==> src/rtl/alu_muldiv_seq.sv <==
// Sequential 64-bit unsigned multiplier / divider built around an external
// add/sub ALU. MUL is shift-and-add and DIVU is restoring division. Each
// operation always takes 64 iterations, followed by a single DONE cycle.
//
// Handshake: start is sampled only in IDLE. When it is accepted, op, rs1 and
// rs2 are captured and busy rises in the following cycle. busy stays high for
// exactly 64 cycles. done then pulses for one cycle, and result/remainder are
// already valid in that cycle. The block is back in IDLE in the cycle after
// done. start, op, rs1 and rs2 are don't-care while busy or done is high.
module alu_muldiv_seq #(
  parameter int XLEN = 64
) (
  input  logic            clk,
  input  logic            reset,
  input  logic            start,
  input  logic            op,
  input  logic [XLEN-1:0] rs1,
  input  logic [XLEN-1:0] rs2,
  output logic            busy,
  output logic            done,
  output logic [XLEN-1:0] result,
  output logic [XLEN-1:0] remainder,
  output logic [XLEN-1:0] alu_a,
  output logic [XLEN-1:0] alu_b,
  output logic [2:0]      alu_sel,
  output logic            alu_sub,
  input  logic [XLEN-1:0] alu_out,
  input  logic            alu_carry
);

  typedef enum logic [1:0] {
    S_IDLE = 2'd0,
    S_MUL  = 2'd1,
    S_DIV  = 2'd2,
    S_DONE = 2'd3
  } state_t;

  state_t state_q, state_d;

  // Shared working registers:
  //   acc_rem : MUL accumulator  / DIV partial remainder
  //   mc_quot : MUL multiplicand / DIV dividend shifting into quotient
  //   mp_dvsr : MUL multiplier   / DIV divisor
  logic [XLEN-1:0] acc_rem_q, acc_rem_d;
  logic [XLEN-1:0] mc_quot_q, mc_quot_d;
  logic [XLEN-1:0] mp_dvsr_q, mp_dvsr_d;
  logic [5:0]      cnt_q, cnt_d;
  logic [XLEN-1:0] result_q, result_d;
  logic [XLEN-1:0] rem_q, rem_d;

  logic [XLEN-1:0] shifted;
  logic            last_iter;

  // The remainder shifted left by one, with the next dividend bit brought in.
  assign shifted   = {acc_rem_q[XLEN-2:0], mc_quot_q[XLEN-1]};
  assign last_iter = (cnt_q == 6'd63);

  // Next-state logic and status outputs.
  always_comb begin
    state_d = state_q;
    busy    = 1'b0;
    done    = 1'b0;
    case (state_q)
      S_IDLE: begin
        if (start) state_d = op ? S_DIV : S_MUL;
      end
      S_MUL: begin
        busy = 1'b1;
        if (last_iter) state_d = S_DONE;
      end
      S_DIV: begin
        busy = 1'b1;
        if (last_iter) state_d = S_DONE;
      end
      S_DONE: begin
        done    = 1'b1;
        state_d = S_IDLE;
      end
      default: state_d = S_IDLE;
    endcase
  end

  // Datapath: ALU operand steering, iteration updates and result capture.
  always_comb begin
    alu_a     = '0;
    alu_b     = '0;
    alu_sub   = 1'b0;
    acc_rem_d = acc_rem_q;
    mc_quot_d = mc_quot_q;
    mp_dvsr_d = mp_dvsr_q;
    cnt_d     = cnt_q;
    result_d  = result_q;
    rem_d     = rem_q;
    case (state_q)
      S_IDLE: begin
        if (start) begin
          // MUL and DIV share the same initial loading pattern.
          acc_rem_d = '0;
          mc_quot_d = rs1;
          mp_dvsr_d = rs2;
          cnt_d     = 6'd0;
        end
      end
      S_MUL: begin
        alu_a     = acc_rem_q;
        alu_b     = mc_quot_q;
        acc_rem_d = mp_dvsr_q[0] ? alu_out : acc_rem_q;
        mc_quot_d = {mc_quot_q[XLEN-2:0], 1'b0};
        mp_dvsr_d = {1'b0, mp_dvsr_q[XLEN-1:1]};
        cnt_d     = cnt_q + 6'd1;
        if (last_iter) begin
          result_d = acc_rem_d;
          rem_d    = '0;
        end
      end
      S_DIV: begin
        // The ALU carry gives shifted >= divisor, which is the quotient bit.
        alu_a     = shifted;
        alu_b     = mp_dvsr_q;
        alu_sub   = 1'b1;
        acc_rem_d = alu_carry ? alu_out : shifted;
        mc_quot_d = {mc_quot_q[XLEN-2:0], alu_carry};
        cnt_d     = cnt_q + 6'd1;
        if (last_iter) begin
          result_d = mc_quot_d;
          rem_d    = acc_rem_d;
        end
      end
      default: begin
        cnt_d = 6'd0;
      end
    endcase
  end

  assign alu_sel   = 3'b000;
  assign result    = result_q;
  assign remainder = rem_q;

  // State register.
  always_ff @(posedge clk) begin
    if (reset) state_q <= S_IDLE;
    else       state_q <= state_d;
  end

  // Working registers, iteration counter and held outputs.
  always_ff @(posedge clk) begin
    if (reset) begin
      acc_rem_q <= '0;
      mc_quot_q <= '0;
      mp_dvsr_q <= '0;
      cnt_q     <= 6'd0;
      result_q  <= '0;
      rem_q     <= '0;
    end else begin
      acc_rem_q <= acc_rem_d;
      mc_quot_q <= mc_quot_d;
      mp_dvsr_q <= mp_dvsr_d;
      cnt_q     <= cnt_d;
      result_q  <= result_d;
      rem_q     <= rem_d;
    end
  end

endmodule

==> config.mk <==
export PLATFORM = sky130hd
export DESIGN_NAME = alu_muldiv_seq
export DESIGN_NICKNAME = d
export VERILOG_FILES = /design/src/rtl/alu_muldiv_seq.sv
export SDC_FILE = /design/constraint.sdc
export NUM_CORES = 1
export LEC_CHECK = 0
export BUFFER_PORTS_ARGS = -buffer_cell sky130_fd_sc_hd__clkbuf_2
export CORE_MARGIN = 2
export CORE_UTILIZATION = 48
export CTS_CLUSTER_SIZE = 8
export DETAILED_ROUTE_END_ITERATION = 8
export PLACE_DENSITY = 0.77
export SLEW_MARGIN = 20
export SYNTH_ARGS = -nofsm -noshare
export SYNTH_HDL_FRONTEND = slang
export SYNTH_SLANG_ARGS = --single-unit
==> constraint.sdc <==
create_clock -name clk -period 2.2 [get_ports clk]
set_input_delay 0.33 -clock clk [delete_from_list [all_inputs] [get_ports clk]]
set_output_delay 0.33 -clock clk [all_outputs]
set_load 0.02 [all_outputs]
Word level (Yosys, flattened, before mapping)
Cells that the tools add are included.
Widths: inputs -> output; s select.
{ "word_totals": {"reg_bits": 328, "input_bits": 197} }
{ "op_classes": {"n_addsub": 1, "n_eq_ne": 8, "mux": 25, "reduce_logical": 9} }
{ "op_table": {"columns": ["cell", "count"], "rows": [
  ["$pmux 64 s2", 5],
  ["$mux 64", 9],
  ["$pmux 64 s3", 2],
  ["$pmux 6 s2", 1],
  ["$add 6x1->6 const B", 1],
  ["$eq 6x6->1 const B", 1],
  ["$mux 2", 3],
  ["$mux 6", 1],
  ["$ne 2x2->1 const B", 3],
  ["$pmux 2 s3", 1],
  ["$reduce_and 2->1", 3],
  ["$eq 2x2->1 const B", 2],
  ["$reduce_bool 2->1", 2],
  ["$mux 1", 3],
  ["$reduce_and 3->1", 1],
  ["$reduce_bool 3->1", 1],
  ["$eq 2x1->1 const B", 1],
  ["$logic_not 2->1", 1],
  ["$ne 2x1->1 const B", 1],
  ["$reduce_or 2->1", 1]
]} }

Depth between registers and ports, before layout
{ "depth": {"depth_word": 4, "depth_mapped": 10} }

Worst setup path after synthesis
No wires, ideal clock.
{ "synth_timing": {"path_kind": "register to output", "start": "register state_q[0]", "end": "output alu_b[43]", "arrival_time_ns": 2.030, "t_required_ns": 1.870, "path_slack_ns": -0.160, "path_stages_with_launch": 8, "path_cell_list": "dfxtp_1 -> inv_1 -> ha_1 -> clkinv_1 -> clkbuf_1 -> buf_1 -> clkbuf_1 -> nor2_1"} }
{ "synth_between": {"elab_chain_len": 2, "word_cells_on_any_way": 3, "cone_classes": "2 x eq/ne; 1 x mux"} }
{ "synth_rtl": {"columns": ["item", "line", "text"], "rows": [
  ["from (decl)", "38", "state_t state_q, state_d;"],
  ["from (signal assigned)", "142", "else state_q <= state_d;"],
  ["$eq 2x2->1 or $eq 2x1->1 (tied branches)", "94", "case (state_q)"],
  ["$pmux 64 s2 *", "94", null],
  ["to (decl)", "24", "output logic [XLEN-1:0] alu_b,"]
]} }
Mark *: on every way between the ends. The rest lies on a longest branch, timed or not.

Final worst setup path
{ "layout_timing": {"start": "register state_q[0]", "end": "output alu_a[33]"} }
{ "layout_between": {"elab_chain_len": 2, "word_cells_on_any_way": 3, "cone_classes": "2 x eq/ne; 1 x mux"} }
{ "layout_rtl": {"columns": ["item", "line", "text"], "rows": [
  ["$eq 2x2->1 or $eq 2x1->1 (tied branches)", "94", null],
  ["$pmux 64 s2 *", "94", null],
  ["to (decl)", "23", "output logic [XLEN-1:0] alu_a,"]
]} }
Marked as above.

==> flow_summary_export.csv <==
group,metric,value,unit
global_route,gr-usage-all-layers,34.6,%
place,dpl_cell_area,20400,um2
power,vdd_ir_drop_max,0.781,mV
detailed_routing,vias_per_cell,6.15,
logic_synthesis,synthTopCellsByArea,"dfxtp_1 (38%), mux2i_1 (9.8%), nor2_1 (7.2%)",
power,cellPowerDensity,1100,nW/um2
min_path,hold_path_class,"primary input to flip-flop",
place,dp.cells,2850,
setup_path,critPathTopFamily,"buffers and inverters",
setup_path,path_class,"flip-flop to output port",
logic_synthesis,synth_edf_count,0,
setup_path,cp_max_fo,14,
detailed_routing,routed_wl,69900,um
place,port_buffers,455,
floorplan,die-area,37400,um2
global_route,grt_pass1_vias,17000,
logic_synthesis,async_reset_ff_share,0,%
timing,grt_setup_unrepaired,"true",
timing,fin_ws,-187,ps
setup_path,max_stage_delay,330,ps
logic_synthesis,synth_compound_area_share,23.4,%
floorplan,die_h,193,um
global_route,antenna_found_initial,7,
setup_path,crit_chain,"buf_6, ha_4, buf_12, clkbuf_16, a22oi_2, nor2_2, buf_6",
detailed_routing,ant_nets,0,
global_route,grt_max_degree,94,
timing,max_slew_margin,53.8,%
cts,clk_latency,560,ps
logic_synthesis,synth_mux_area_share,11.4,%
detailed_routing,wire_per_inst,23.6,um
detailed_routing,drtIter0Drc,1795,
logic_synthesis,yosysMostFrequentCell,"nor2_1",
logic_synthesis,ys_ff_latch,328,
place,dpl.hpwl,44100,um
timing,hold_viol,0,
place,gp_congestion,0.986,
cts,numCtsBuffers,47,
run_status,status,"complete, but fails checks",
logic_synthesis,yosys.area_share.adder,0.509,%
global_route,grt.busiest_layer,"met2",
global_route,grt_pass1_wl,102000,um
setup_path,arrival,2060,ps
logic_synthesis,synth-xor-area-share,0.255,%
cts,ctsHoldBuffers,0,
logic_synthesis,ys.flop_type,"dfxtp_1",
finish,fin_area,23800,um2
detailed_routing,route.detailed.drc,0,
setup_path,worstPathRequired,1870,ps
job,cap_violations,0,
timing,holdWs,52.1,ps
cts,htreeDepth,2,
timing,fin_crit_sh,108,%
finish,layout.cells.non_filler,2957,
power,power_leakage,8.86,nW
logic_synthesis,synth_top_cells_by_count,"nor2_1 (331), dfxtp_1 (328), nand2_1 (257)",
setup_path,ff2ff_setup_slack,120,ps
timing,fmax,0.419,GHz
logic_synthesis,synth.distinct_cells,38,
floorplan,die_w,193,um
cts,cts_tree,"built",
logic_synthesis,synth_top_area_cell,"dfxtp_1",
run_status,failed_checks,"negative setup slack",
logic_synthesis,netlist.area_leader.share,38.2,%
setup_path,crit_buf_inv,4,
logic_synthesis,synth_top_family_by_area,"compound AO/OA/AOI/OAI gates",
setup_path,crit_top_cell,"buf_6",
global_route,grt_use_met3,6.71,%
cts,cts-root-buf,"clkbuf_16",
floorplan,core,35400,um2
logic_synthesis,synthCells,2081,
logic_synthesis,yosysWarnings,0,
place,dp_slack,20.7,ps
detailed_routing,dr.pass1.iters,6,
setup_path,critical-path-slowest-cell,"dfxtp_2",
timing,worstMarginPinSlew,693,ps
cts,cts_buffer_depth,3,
timing,drv_slew,0,
setup_path,worstSetupStartpointType,"flip-flop",
floorplan,ioPinCount,459,
timing,period_needed,2390,ps
timing,finalSetupViolations,128,
cts,cts.sinks,328,
global_route,grt-ovfl-total,0,
finish,nets,2689,
detailed_routing,vias,18200,
logic_synthesis,netlist_area,17200,um2
logic_synthesis,syn_area_per_cell,8.26,um2
floorplan,rows,69,
floorplan,start_util,48.6,%
global_route,grt_use_met1,46.4,%
setup_path,cp-end-kind,"output port",
logic_synthesis,synthSimpleGateAreaFrac,20.8,%
global_route,gr-usage-met2,53.1,%
timing,clock_skew,16.4,ps
cts,path_clk_slew,50,ps
logic_synthesis,synth.yosys.seq_area_share,38.2,%
finish,layout-drive-gt1-share,37.8,%
finish,area_growth,38.3,%
## worst reg2reg max path, stage by stage, from the launching register on
cell and delay [ps]:
dfxtp_2 330, buf_6 120, buf_4 140, ha_1 280, nand2b_2 250, or3_4 350
buf_12 240, o2bb2ai_2 280
## area by class of cell
class                           instances  area (um2)
Fill cell                            2782       11600
Tap cell                              461         577
Timing Repair Buffer                  560        4600
Inverter                                3        28.8
Antenna cell                            7        17.5
Clock buffer                           52        1240
Clock inverter                          1        8.76
Multi-Input combinational cell       1545       10700
Sequential cell                       328        6580
## per-layer routing
| metal | vias up | part of all wire [%] |
|---|---|---|
| met3 | 208 | 9.9 |
| met2 | 1152 | 44 |
| met4 | 0 | 5.6 |
| li1 | 8207 | - |
| met5 | - | 0 |
| met1 | 8632 | 40 |
## layout by cell type (no fill, tap or decap), drive strengths merged, types with 128 or more instances in the layout
master	instances
a21oi	130
a22oi	128
buf	148
clkbuf	460
dfxtp	328
mux2i	169
nand2	257
nor2	333
nor2b	129
## what timing repair did
item | in CTS | in global routing
buffers inserted | 12 | 11
setup endpoints to repair | 129 | 254
gates resized for setup | 219 | 148
pin swaps | 33 | 61
gates cloned | 23 | 9
## flip-flops by register name, indices dropped and copies added, names as in the netlist
signal / cells
state_q: 2
cnt_q: 6
mc_quot_q: 64
mp_dvsr_q: 64
acc_rem_q: 64
remainder: 64
result: 64
## through the flow
step,power [mW],util [%],setup TNS [ps]
after floorplan,14.0,-,-5380
after global placement,16.5,57.6,0
after detailed placement,16.7,57.6,0
after CTS,25.4,65.7,-16350
after global routing,27.0,67.2,-18110
final,26.1,67.2,-12900
## path summary, 6_finish.rpt
kind,from,endpoint,cells past startpoint
worst max-delay path,state_q[0],alu_a[33],7
worst max register to register,state_q[0],acc_rem_q[57],7
worst min-delay path,rs1[0],mc_quot_q[0],3
worst min register to register,result[56],result[56],2
## report_power, final
group	leakage, nW	internal, mW	switching, mW
Combinational	5.57	4.50	6.60
Sequential	2.67	6.95	1.58
Clock	0.612	3.89	2.60
Total	8.86	15.3	10.8
## logic make-up (layout without fill, tap and decap cells)
| group | after synthesis | in the layout |
|---|---|---|
| and+or+nand+nor | 818 | 820 |
| AOI/OAI and AO/OA | 517 | 517 |
| DFF | 328 | 328 |
| buffers and inverters | 212 | 616 |
| muxes | 193 | 193 |
| adders and majority gates | 7 | 7 |
| xor gates and xnor gates | 5 | 5 |
| other | 1 | 10 |
Power figures use the tool's default switching activity.
